$ cat src/rtl/tmr_binary_counter.sv
// Free-running binary up-counter with enable and clears.
// Optional triple-redundant state, scrubbed through the voted value.
module tmr_binary_counter #(
  parameter int Width = 4,
  parameter bit TMR   = 1'b0
) (
  input  logic             CLK,
  input  logic             RST,
  input  logic             SRST,
  input  logic             CE,
  output logic [Width-1:0] Q,
  output logic             TC,
  output logic             CEO
);

  logic [Width-1:0] v;
  logic [Width-1:0] cnt_d;

  // Next value always comes from the voted count, never a single copy.
  always_comb begin
    cnt_d = v;
    if (SRST)
      cnt_d = '0;
    else if (CE)
      cnt_d = v + Width'(1);
  end

  generate
    if (TMR) begin : g_tmr
      (* keep = "true", preserve = "true", dont_touch = "true" *)
      logic [Width-1:0] a_q = '0;
      (* keep = "true", preserve = "true", dont_touch = "true" *)
      logic [Width-1:0] b_q = '0;
      (* keep = "true", preserve = "true", dont_touch = "true" *)
      logic [Width-1:0] c_q = '0;

      always_ff @(posedge CLK) begin
        if (RST) begin
          a_q <= '0;
          b_q <= '0;
          c_q <= '0;
        end else begin
          a_q <= cnt_d;
          b_q <= cnt_d;
          c_q <= cnt_d;
        end
      end

      assign v = (a_q & b_q) | (b_q & c_q) | (a_q & c_q);
    end else begin : g_single
      logic [Width-1:0] q_q = '0;

      always_ff @(posedge CLK) begin
        if (RST)
          q_q <= '0;
        else
          q_q <= cnt_d;
      end

      assign v = q_q;
    end
  endgenerate

  assign Q   = v;
  assign TC  = &v;
  assign CEO = TC & CE;

endmodule

$ cat config.mk
export PLATFORM = sky130hd
export DESIGN_NAME = tmr_binary_counter
export DESIGN_NICKNAME = d
export VERILOG_FILES = /design/src/rtl/tmr_binary_counter.sv
export SDC_FILE = /design/constraint.sdc
export NUM_CORES = 1
export LEC_CHECK = 0
export ABC_AREA = 0
export CORE_AREA = 2 2 39 41
export DETAILED_ROUTE_END_ITERATION = 16
export DIE_AREA = 0 0 41 43
export GPL_TIMING_DRIVEN = 0
export PLACE_DENSITY_LB_ADDON = 0.08
export RECOVER_POWER = 25
export SYNTH_ARGS = -nofsm -noshare
export SYNTH_HDL_FRONTEND = slang
export SYNTH_SLANG_ARGS = --single-unit
$ cat constraint.sdc
create_clock -name CLK -period 1 [get_ports CLK]
set_clock_uncertainty 0.15 [all_clocks]
set_input_delay 0.15 -clock CLK [delete_from_list [all_inputs] [get_ports CLK]]
set_output_delay 0.15 -clock CLK [all_outputs]
set_load 0.05 [all_outputs]
* Word level (Yosys, flattened, before mapping)
Index checks and enable logic that the tools add are counted.
** Operators by class
- Shift-type cells :: 0
- Multipliers :: 0
- Reduce and logical (&&, ||, !) cells :: 2
- Divide/modulo/power cells :: 0
- Bitwise operators :: 1
- $lt $le $gt $ge :: 0
- Muxes and demuxes :: 0
- Add/sub/neg operators :: 1
- Equal/unequal tests :: 0
** Operators by type and width (count)
- $add A4 B1 Y4 const B :: 1
- $reduce_and A4 Y1 :: 1
- $reduce_or A2 Y1 :: 1
- $and A1 B1 Y1 :: 1
** Storage, ports and cells
- Memory bits (writable) :: 0
- Flip-flop bits (word level) :: 4
- Logic and storage cells :: 5
- Memories :: 0
- Latch bits :: 0
- ROM bits :: 0
- Input port bits :: 4

* Longest topological paths before layout
Gate-level depths: netlist (run 1).
- Depth in word-level cells :: 2
- Depth in mapped cells :: 3
- Gate-level depth less buffers :: 3

* Worst setup path before layout (run 1)
OpenSTA, ideal clock, no wires.
- Path type :: register to output
- From :: register g_single.q_q[0] (netlist: Q[0])
- To :: output port CEO
- Arrival :: 1.804 ns
- Setup slack :: -1.104 ns
- Buffers on the path :: 0
- Cell stages (with the launch flop) :: 4
- Path through :: dfxtp_1 > ha_1 > and3_1 > and2_2
** Between the ends
- Longest elaborated chain between the ends :: 2
** Ends and longest elaborated chain
- from (decl) :: RTL line 51 : logic [Width-1:0] q_q = '0;
- from (signal assigned) :: RTL line 57 : q_q <= cnt_d;
- $reduce_and A4 Y1 :: RTL line 65 : assign TC = &v;
- via TC :: RTL line 12 : output logic TC,
- $and A1 B1 Y1 :: RTL line 66 : assign CEO = TC & CE;
- to (decl) :: RTL line 13 : output logic CEO
The timed path passes the listed nets, and every way through them passes these cells.

* Worst setup path after layout (run 1)
- From :: register g_single.q_q[1] (netlist: Q[1])
- To :: output port CEO
** Between the ends
- Longest elaborated chain between the ends :: 2
** Ends and longest elaborated chain (RTL line)
- $reduce_and A4 Y1 :: 65
- $and A1 B1 Y1 :: 66
Every way passes these cells.

==> results.ini, run 1 <==
[sta]
hold_slack_ns = 0.3179
hold_viol_final = 0
fin_crit_sh = 1.454
worst_slack_ns = -0.4541
setup_violations = 10
period_needed_ns = 1.454
slew_viol_final = 0
rsz0062_at_grt = true
max_freq_mhz = 687.7
maxSlewHeadroom = 0.8310
worstMarginPinSlew_ns = 0.2534

[synth]
syn_area_sq_um = 190.2
synth_seq_area_share = 0.4211
yosysUniqueCellTypes = 13
synth_top_family_by_area = simple AND/OR/NAND/NOR gates
syn_nets = 23
synth_xor_area_frac = 0.04605
synthMuxAreaShare = 0.1118
synth_fa_ha_area_frac = 0.06579
yosys.area_share.simple = 0.2632
syn_inst = 18
ys_ff_latch = 4
synth_compound_area_frac = 0.09211
synth.avg_cell_area_sq_um = 10.57
ys_warn_count = 0

[clocking]
worstSkewPairLatency_ns = 0.23
clk_pin_slew_ns = 0.04
cts.root.buffer_cell = clkbuf_4
cts_buffers = 3
clkSinkCount = 4
clk_path_buf_depth = 2
cts_tree = built
htree_levels = 1

[critical_path]
r2r.worst_path.cells = 4
crit_path_end_kind = primary output
r2r_slack_ns = -0.26
start_kind = register
r2r_start = Q[0]
crit_required_ns = 0.70
cp_max_fo = 2
crit_type = reg -> out
r2r_end = Q[3]
cp_data_arrival_time_ns = 1.15

[run]
drv_cap = 0

[route]
wl_um = 566
viasPerCell = 4.167
ant_nets = 0
vias = 225
drt_iter0_drc = 9
wl_per_cell_um = 10.48
route.detailed.drc = 0
dr.pass1.iters = 3

[place]
dpl_cell_area_sq_um = 336.6
dp_cells = 43
gp_congestion = 0.6333
port_buffers = 9

[floorplan]
start_util = 0.1374
dieArea_sq_um = 1763
row_count = 14
io_pins = 10
die_y_um = 43
coreArea_sq_um = 1384
dieWidth_um = 41

[worst_hold_path]
hold_class = in -> reg
hold_depth = 3
hold_start = CE
holdPathEnd = Q[2]

[cells_and_area]
nFillCells = 149
nets = 44
finalInstanceArea_sq_um = 451.7
mostFrequentLayoutCells = buf_8, dfxtp_4, buf_4
layout_commonest_cell = buf_8
diodes = 0
final_layout_size_suffix_gt1_frac = 0.6842
largest_reg_flops = 4
fin_cells = 54
syn2layout_area_growth_pct = 137.5

[pwr]
power_uw = 442.3
p_sw_frac = 0.2336
power_frac_comb = 0.147
p_sw_uw = 103.3
p_int_uw = 339.0
pwr-share-seq = 0.356
powerDensity_nw_per_um2 = 979.3
leakage_nw = 0.1880
clockPowerShare = 0.497
ir_drop_mv = 0.5080

[run_status]
violations = negative setup slack
status = finished with violations

[global_route]
antenna_found_initial = 0
grt_pass1_wl_um = 800
track_usage = 0.07129
grt.overflow.total = 0
grt_pass1_vias = 195
grt_max_degree = 7

## logic make-up after synthesis
family	Yosys count
muxes	2
and+or+nand+nor	8
adders and majority gates	1
xor gates and xnor gates	1
DFF	4
AOI/OAI and AO/OA	2
## cells in the mapped netlist
master,instances,area [sq um]
a211oi_1,1,7.510
a21bo_2,1,10.01
and2_2,1,7.510
and3_1,1,6.260
dfxtp_1,4,80.08
ha_1,1,12.51
mux2_1,1,11.26
mux2i_1,1,10.01
nand3b_1,1,7.510
nand4_1,1,6.260
nor3_1,3,15.01
nor3b_1,1,7.510
xnor2_1,1,8.760
## worst max-delay path by stage
stage | cells past startpoint | startpoint | to
2_1_floorplan | 3 | Q[1] | CEO
3_3_place_gp | 3 | CE | CEO
3_5_place_dp | 3 | CE | CEO
4_1_cts | 4 | Q[0] | CEO
5_1_grt | 4 | Q[1] | CEO
6_report | 4 | Q[1] | CEO
## critical path: stages (launching register included)
cell and delay, ns:
dfxtp_4 0.35, ha_4 0.13, and3_4 0.17, and2_4 0.13, buf_8 0.13
## metrics by stage
stage            util  setup slack (ns)  TNS [ns]
5_1_grt        0.3264           -0.4876    -2.676
2_1_floorplan       -           -0.4507    -1.025
4_1_cts        0.2884           -0.4677    -1.900
3_3_place_gp   0.2432            -1.037    -5.047
3_5_place_dp   0.2432            -1.034    -5.063
6_report       0.3264           -0.4541    -2.286
## cell type report
cell class / instances / area (sq um) / area share
multi-input combinational: 14 / 137.6 / 0.3047
sequential: 4 / 95.09 / 0.2105
clock buffer: 4 / 26.28 / 0.05817
tap: 16 / 20.02 / 0.04432
timing repair buffer: 16 / 172.7 / 0.3823
## power by group through the flow
stage               logic, mW  clock network, mW  registers, mW
global placement       0.0473                  0          0.164
detailed placement     0.0476                  0          0.165
CTS                    0.0563              0.230          0.158
global route           0.0701              0.240          0.158
finish                 0.0652              0.220          0.157
floorplan             0.00960                  0          0.174
## what timing repair did
| item | CTS | global route |
|---|---|---|
| hold buffers | 0 | 0 |
| resized for setup | 45 | 6 |
| setup buffers | 3 | 4 |
| pin swaps | 2 | 2 |
| hold endpoints to repair | 0 | 0 |
| endpoints found under the setup margin | 9 | 10 |
## per-layer routing
layer / vias to the layer above / track usage / share of wire
li1: 109 / - / -
met4: 0 / 0.06000 / 0
met1: 109 / 0.07074 / 0.37
met2: 7 / 0.1063 / 0.56
met3: 0 / 0.03141 / 0.067
met5: - / 0 / 0
Note: power is estimated with default switching activity, not from simulation.
==> run 2, diff against run 1 <==
REMOVE_ABC_BUFFERS = 1   (was not set)
==> run 2 against run 1 <==
Compared with the run above:
- worst setup slack got worse by 0.025 ns
- worst hold slack got worse by 0.0075 ns
- global-route usage rose by 2.0 points
- highest routed layer unchanged
- non-clock buffer count fell by 3
- the run still ends with negative setup slack left
- sequential share of layout area rose by 1.7 points
- cell count fell by 7.4%
- final area fell by 7.5%
- clock power barely moved
- count of clock-buffer cells in the layout fell by 1
- critical endpoint unchanged
- critical path depth did not move
- via count fell by 5.8%
==> results.ini, run 2 (synthesis results as in run 1) <==
[cells_and_area]
diodes = 0  ; unchanged
nets = 41  ; -6.8%
layout_commonest_cell = buf_8
largest_reg_flops = 4  ; unchanged
nFillCells = 154  ; +3.4%
fin_cells = 50  ; -7.4%
syn2layout_area_growth_pct = 119.7
final_layout_size_suffix_gt1_frac = 0.6765  ; -0.007740
final_core_utilization = 0.3020  ; -0.02441
finalInstanceArea_sq_um = 417.9  ; -7.5%
mostFrequentLayoutCells = buf_8, dfxtp_4, nor3_1, clkbuf_4, buf_4

[run_status]
status = finished with violations
violations = negative setup slack

[global_route]
grt.overflow.total = 0  ; unchanged
track_usage = 0.09137  ; +0.02008
grt_pass1_vias = 233  ; +19%
grt_max_degree = 7  ; unchanged
grt_pass1_wl_um = 986  ; +23%
antenna_found_initial = 0  ; unchanged

[route]
vias = 212  ; -5.8%
viasPerCell = 4.240  ; +1.8%
dr.pass1.iters = 4  ; +1
wl_per_cell_um = 12.22  ; +17%
drt_iter0_drc = 3  ; -6
route.detailed.drc = 0  ; unchanged
ant_nets = 0  ; unchanged
wl_um = 611  ; +8.0%

[floorplan]
row_count = 14  ; unchanged
dieWidth_um = 41  ; unchanged
dieArea_sq_um = 1763  ; unchanged
start_util = 0.1374  ; unchanged
io_pins = 10  ; unchanged
die_y_um = 43  ; unchanged
coreArea_sq_um = 1384  ; unchanged

[pwr]
power_uw = 433.8  ; -1.9%
ir_drop_mv = 0.4460  ; -12%
leakage_nw = 0.1692  ; -10%
powerDensity_nw_per_um2 = 1038  ; +6.0%

[place]
place_ws_ns = -1.049  ; -0.01526 ns
gp_congestion = 0.6167  ; -2.6%
port_buffers = 9  ; unchanged
dpl_cell_area_sq_um = 300.3  ; -11%
dp_cells = 43  ; unchanged

[clocking]
clkSinkCount = 4  ; unchanged
clk_path_buf_depth = 2  ; unchanged
worstSkewPairLatency_ns = 0.24  ; about the same
clk_pin_slew_ns = 0.04  ; about the same
cts_buffers = 3  ; unchanged
cts_tree = built
ctsHoldBuffers = 0  ; unchanged
cts.root.buffer_cell = clkbuf_4
htree_levels = 1  ; unchanged

[run]
drv_cap = 0  ; unchanged

[sta]
hold_slack_ns = 0.3104  ; -0.007506 ns
fin_setup_tns_ns = -1.988  ; +0.2981 ns
slew_viol_final = 0  ; unchanged
hold_viol_final = 0  ; unchanged
max_freq_mhz = 676.0  ; -1.7%
setup_violations = 9  ; -1
worst_slack_ns = -0.4793  ; -0.02518 ns
period_needed_ns = 1.479  ; +0.02518 ns
worstMarginPinSlew_ns = 0.2516  ; -0.001854 ns
rsz0062_at_grt = true
fin_crit_sh = 1.479  ; +0.02518
maxSlewHeadroom = 0.8323  ; +0.001236

[critical_path]
start_kind = register
crit_required_ns = 0.70  ; about the same
crit_path_end_kind = primary output
crit_type = reg -> out
cp_max_fo = 2  ; unchanged
cp_data_arrival_time_ns = 1.18  ; +0.03 ns

[worst_hold_path]
hold_class = in -> reg

-- run 2: layer usage --
layer | vias up | GRT usage | wire length (um)
li1 | 102 | - | -
met2 | 6 | 0.1313 | 326
met3 | 0 | 0.04712 | 24
met5 | - | 0 | 0
met4 | 0 | 0.08000 | 0
met1 | 104 | 0.09003 | 260
-- run 2: worst paths after layout --
path,from,to,slack (ns),cells after the start
max reg2reg,Q[1],Q[3],-0.25,4
max,Q[1],CEO,-0.48,4
min reg2reg,Q[2],Q[2],0.45,2
min,CE,Q[2],0.31,3
-- run 2: worst max-delay path, cell delays in order (launching register included) --
cell     delay (ns)
dfxtp_4        0.35
ha_4           0.15
and3_4         0.14
and2_4         0.15
buf_8          0.14
-- run 2: layout make-up --
type	count	area, sq um	area share
Tap cell	16	20.02	0.04790
Clock buffer	3	22.52	0.05389
Multi-Input combinational cell	14	137.6	0.3293
Timing Repair Buffer	13	142.6	0.3413
Sequential cell	4	95.09	0.2275
-- run 2: power breakdown --
part           leakage [nW]  switching (mW)  internal (mW)
logic                 0.120          0.0298         0.0283
clock network        0.0138          0.0830          0.135
registers            0.0355         0.00306          0.154
-- run 2: timing repair --
item                                    4_1_cts  5_1_grt
resized for setup                            59        2
setup buffers                                 3        1
pin swaps                                     3        1
endpoints found under the setup margin        9        9
==> run 3, diff against run 2 <==
ABC_AREA = 1   (was 0)
TNS_END_PERCENT = 100   (was not set)
==> run 3 against run 2 <==
Compared with the run above:
- the flow still finishes with violations (negative setup slack)
- non-clock buffer count up 5
- sequential power about the same
- worst hold slack worse by 0.017 ns
- combinational power up 33%
- first-iteration DRC count unchanged
- sequential share of layout area down 3.2 points
- cell count up 28%
- synthesized cell count up 50%
- critical path depth unchanged
- worst setup slack better by 0.093 ns
- largest power group unchanged
==> results.ini, run 3 <==
[run_status]
status = finished with violations
violations = negative setup slack

[route]
drt_iter0_drc = 3  ; unchanged
route.detailed.drc = 0  ; unchanged
dr.pass1.iters = 4  ; unchanged
wl_per_cell_um = 9.219  ; -25%
vias = 250  ; +18%
viasPerCell = 3.906  ; -7.9%
ant_nets = 0  ; unchanged
wl_um = 590  ; -3.4%

[clocking]
clkSinkCount = 4  ; unchanged
cts_buffers = 3  ; unchanged
cts_tree = built
worstSkewPairLatency_ns = 0.24  ; about the same
clk_path_buf_depth = 2  ; unchanged
cts.root.buffer_cell = clkbuf_4
htree_levels = 1  ; unchanged
clk_pin_slew_ns = 0.04  ; about the same

[synth]
netlist_top_cells_count = nor2_1, nand2_1, dfxtp_1
synth_flop_cell = dfxtp_1
synth_top_area_frac = 0.4295  ; +0.008478
yosysUniqueCellTypes = 10  ; -3
yosysMostFrequentCell = nor2_1
syn_area_sq_um = 186.4  ; -2.0%
synth-edff-count = 0  ; unchanged
synth_seq_area_share = 0.4295  ; +0.008478
ys_ff_latch = 4  ; unchanged
synth.avg_cell_area_sq_um = 6.905  ; -35%
syn_inst = 27  ; +9
async_reset_ff_frac = 0  ; unchanged
ys_warn_count = 0  ; unchanged
yosysTopAreaCell = dfxtp_1
yosys-top-cells-area = dfxtp_1, nor2_1, nand2_1

[place]
hpwl_um = 306.6
place_ws_ns = -1.100  ; -0.05132 ns
port_buffers = 9  ; unchanged
dp_cells = 52  ; +21%
gp_congestion = 0.6505  ; +5.5%
dpl_cell_area_sq_um = 296.5  ; -1.3%

[pwr]
leakage_nw = 0.1893  ; +12%
ir_drop_mv = 0.4583  ; +2.8%
powerDensity_nw_per_um2 = 904.2  ; -13%

[sta]
worst_slack_ns = -0.3862  ; +0.09308 ns
period_needed_ns = 1.386  ; -0.09308 ns
max_freq_mhz = 721.4  ; +6.7%
rsz0062_at_grt = true
hold_slack_ns = 0.2932  ; -0.01713 ns
worstMarginPinSlew_ns = 0.3242  ; +0.07265 ns
fin_crit_sh = 1.386  ; -0.09308
slew_viol_final = 0  ; unchanged
hold_viol_final = 0  ; unchanged
setup_violations = 10  ; +1
maxSlewHeadroom = 0.7838  ; -0.04843

[critical_path]
slowest_stage = dfxtp_4
start_kind = register
cp_cell_sequence = ha_4 > nand3_4 > nor2_4 > buf_8
critPathTopFamily = flip-flops
cp_max_fo = 3  ; +1
cp_slowest_stage_delay_ns = 0.35  ; about the same
r2r_end = Q[2]
cp_data_arrival_time_ns = 1.09  ; -0.09 ns
r2r_slack_ns = -0.28  ; -0.03 ns
startpoint = Q[0]
crit_path_end_kind = primary output
crit_buf_inv = 1  ; unchanged
crit_type = reg -> out
r2r_start = Q[0]
r2r.worst_path.cells = 7  ; +3
crit_required_ns = 0.70  ; about the same

[run]
drv_cap = 0  ; unchanged

[cells_and_area]
nets = 55  ; +34%
syn2layout_area_growth_pct = 160.4
largest_reg_flops = 4  ; unchanged
finalInstanceArea_sq_um = 485.5  ; +16%
mostFrequentLayoutCells = nor2_1, buf_6, buf_8, dfxtp_4, buf_4
fin_cells = 64  ; +28%
diodes = 0  ; unchanged
final_layout_size_suffix_gt1_frac = 0.6250  ; -0.05147
final_core_utilization = 0.3508  ; +0.04883

[global_route]
grt_pass1_vias = 230  ; -1.3%
track_usage = 0.08024  ; -0.01112
grt_max_degree = 8  ; +1
antenna_found_initial = 0  ; unchanged
grt_pass1_wl_um = 876  ; -11%
grt.overflow.total = 0  ; unchanged

[worst_hold_path]
holdPathEnd = Q[0]
hold_class = in -> reg
hold_depth = 2  ; -1
hold_start = CE

[floorplan]
row_count = 14  ; unchanged
io_pins = 10  ; unchanged
dieArea_sq_um = 1763  ; unchanged
coreArea_sq_um = 1384  ; unchanged
die_y_um = 43  ; unchanged
dieWidth_um = 41  ; unchanged
start_util = 0.1347  ; -0.002712

## run 3: power breakdown
group | total (mW) | internal, mW | switching [mW]
Clock | 0.202 | 0.134 | 0.0678
Sequential | 0.160 | 0.156 | 0.00378
Combinational | 0.0771 | 0.0411 | 0.0360
## run 3: kinds of logic (layout without fill, tap and decap cells)
group,count (synthesis),after routing,share of synthesized area
compound gates,4,4,0.1074
fa+ha+maj,1,1,0.06710
buf+inv,2,23,0.04028
flops,4,4,0.4295
simple gates,16,16,0.3557
## run 3: stage by stage
| stage | total power [mW] | TNS [ns] |
|---|---|---|
| finish | 0.4390 | -2.085 |
| global placement | 0.2185 | -5.061 |
| CTS | 0.4435 | -1.568 |
| global route | 0.4627 | -2.401 |
| detailed placement | 0.2183 | -5.068 |
| floorplan | 0.1939 | -3.318 |
## run 3: worst max-delay path by stage
stage | cells after the start | slack [ns] | end
global route | 4 | -0.43 | CEO
global placement | 4 | -1.10 | CEO
floorplan | 3 | -1.03 | CEO
finish | 4 | -0.39 | CEO
CTS | 4 | -0.38 | CEO
detailed placement | 4 | -1.10 | CEO
## run 3: area by class of cell
cell class	instances	area, sq um
fill	148	898.4
timing repair buffer	18	201.4
multi-input combinational	21	138.9
sequential	4	95.09
clock buffer	3	22.52
tap	16	20.02
inverter	2	7.507
## run 3: what timing repair did
| action | CTS | global route |
|---|---|---|
| endpoints found under the setup margin | 10 | 10 |
| resized for setup | 62 | 10 |
| pin swaps | 5 | 7 |
| hold buffers | 0 | 0 |
| buffers inserted | 6 | 4 |
## run 3: routing by layer
metal,part of all wire,global-route usage,up-vias
li1,-,-,130
met1,0.37,0.08333,111
met2,0.56,0.1031,7
met3,0.059,0.03141,2
met4,0.017,0.1000,0
met5,0,0,-
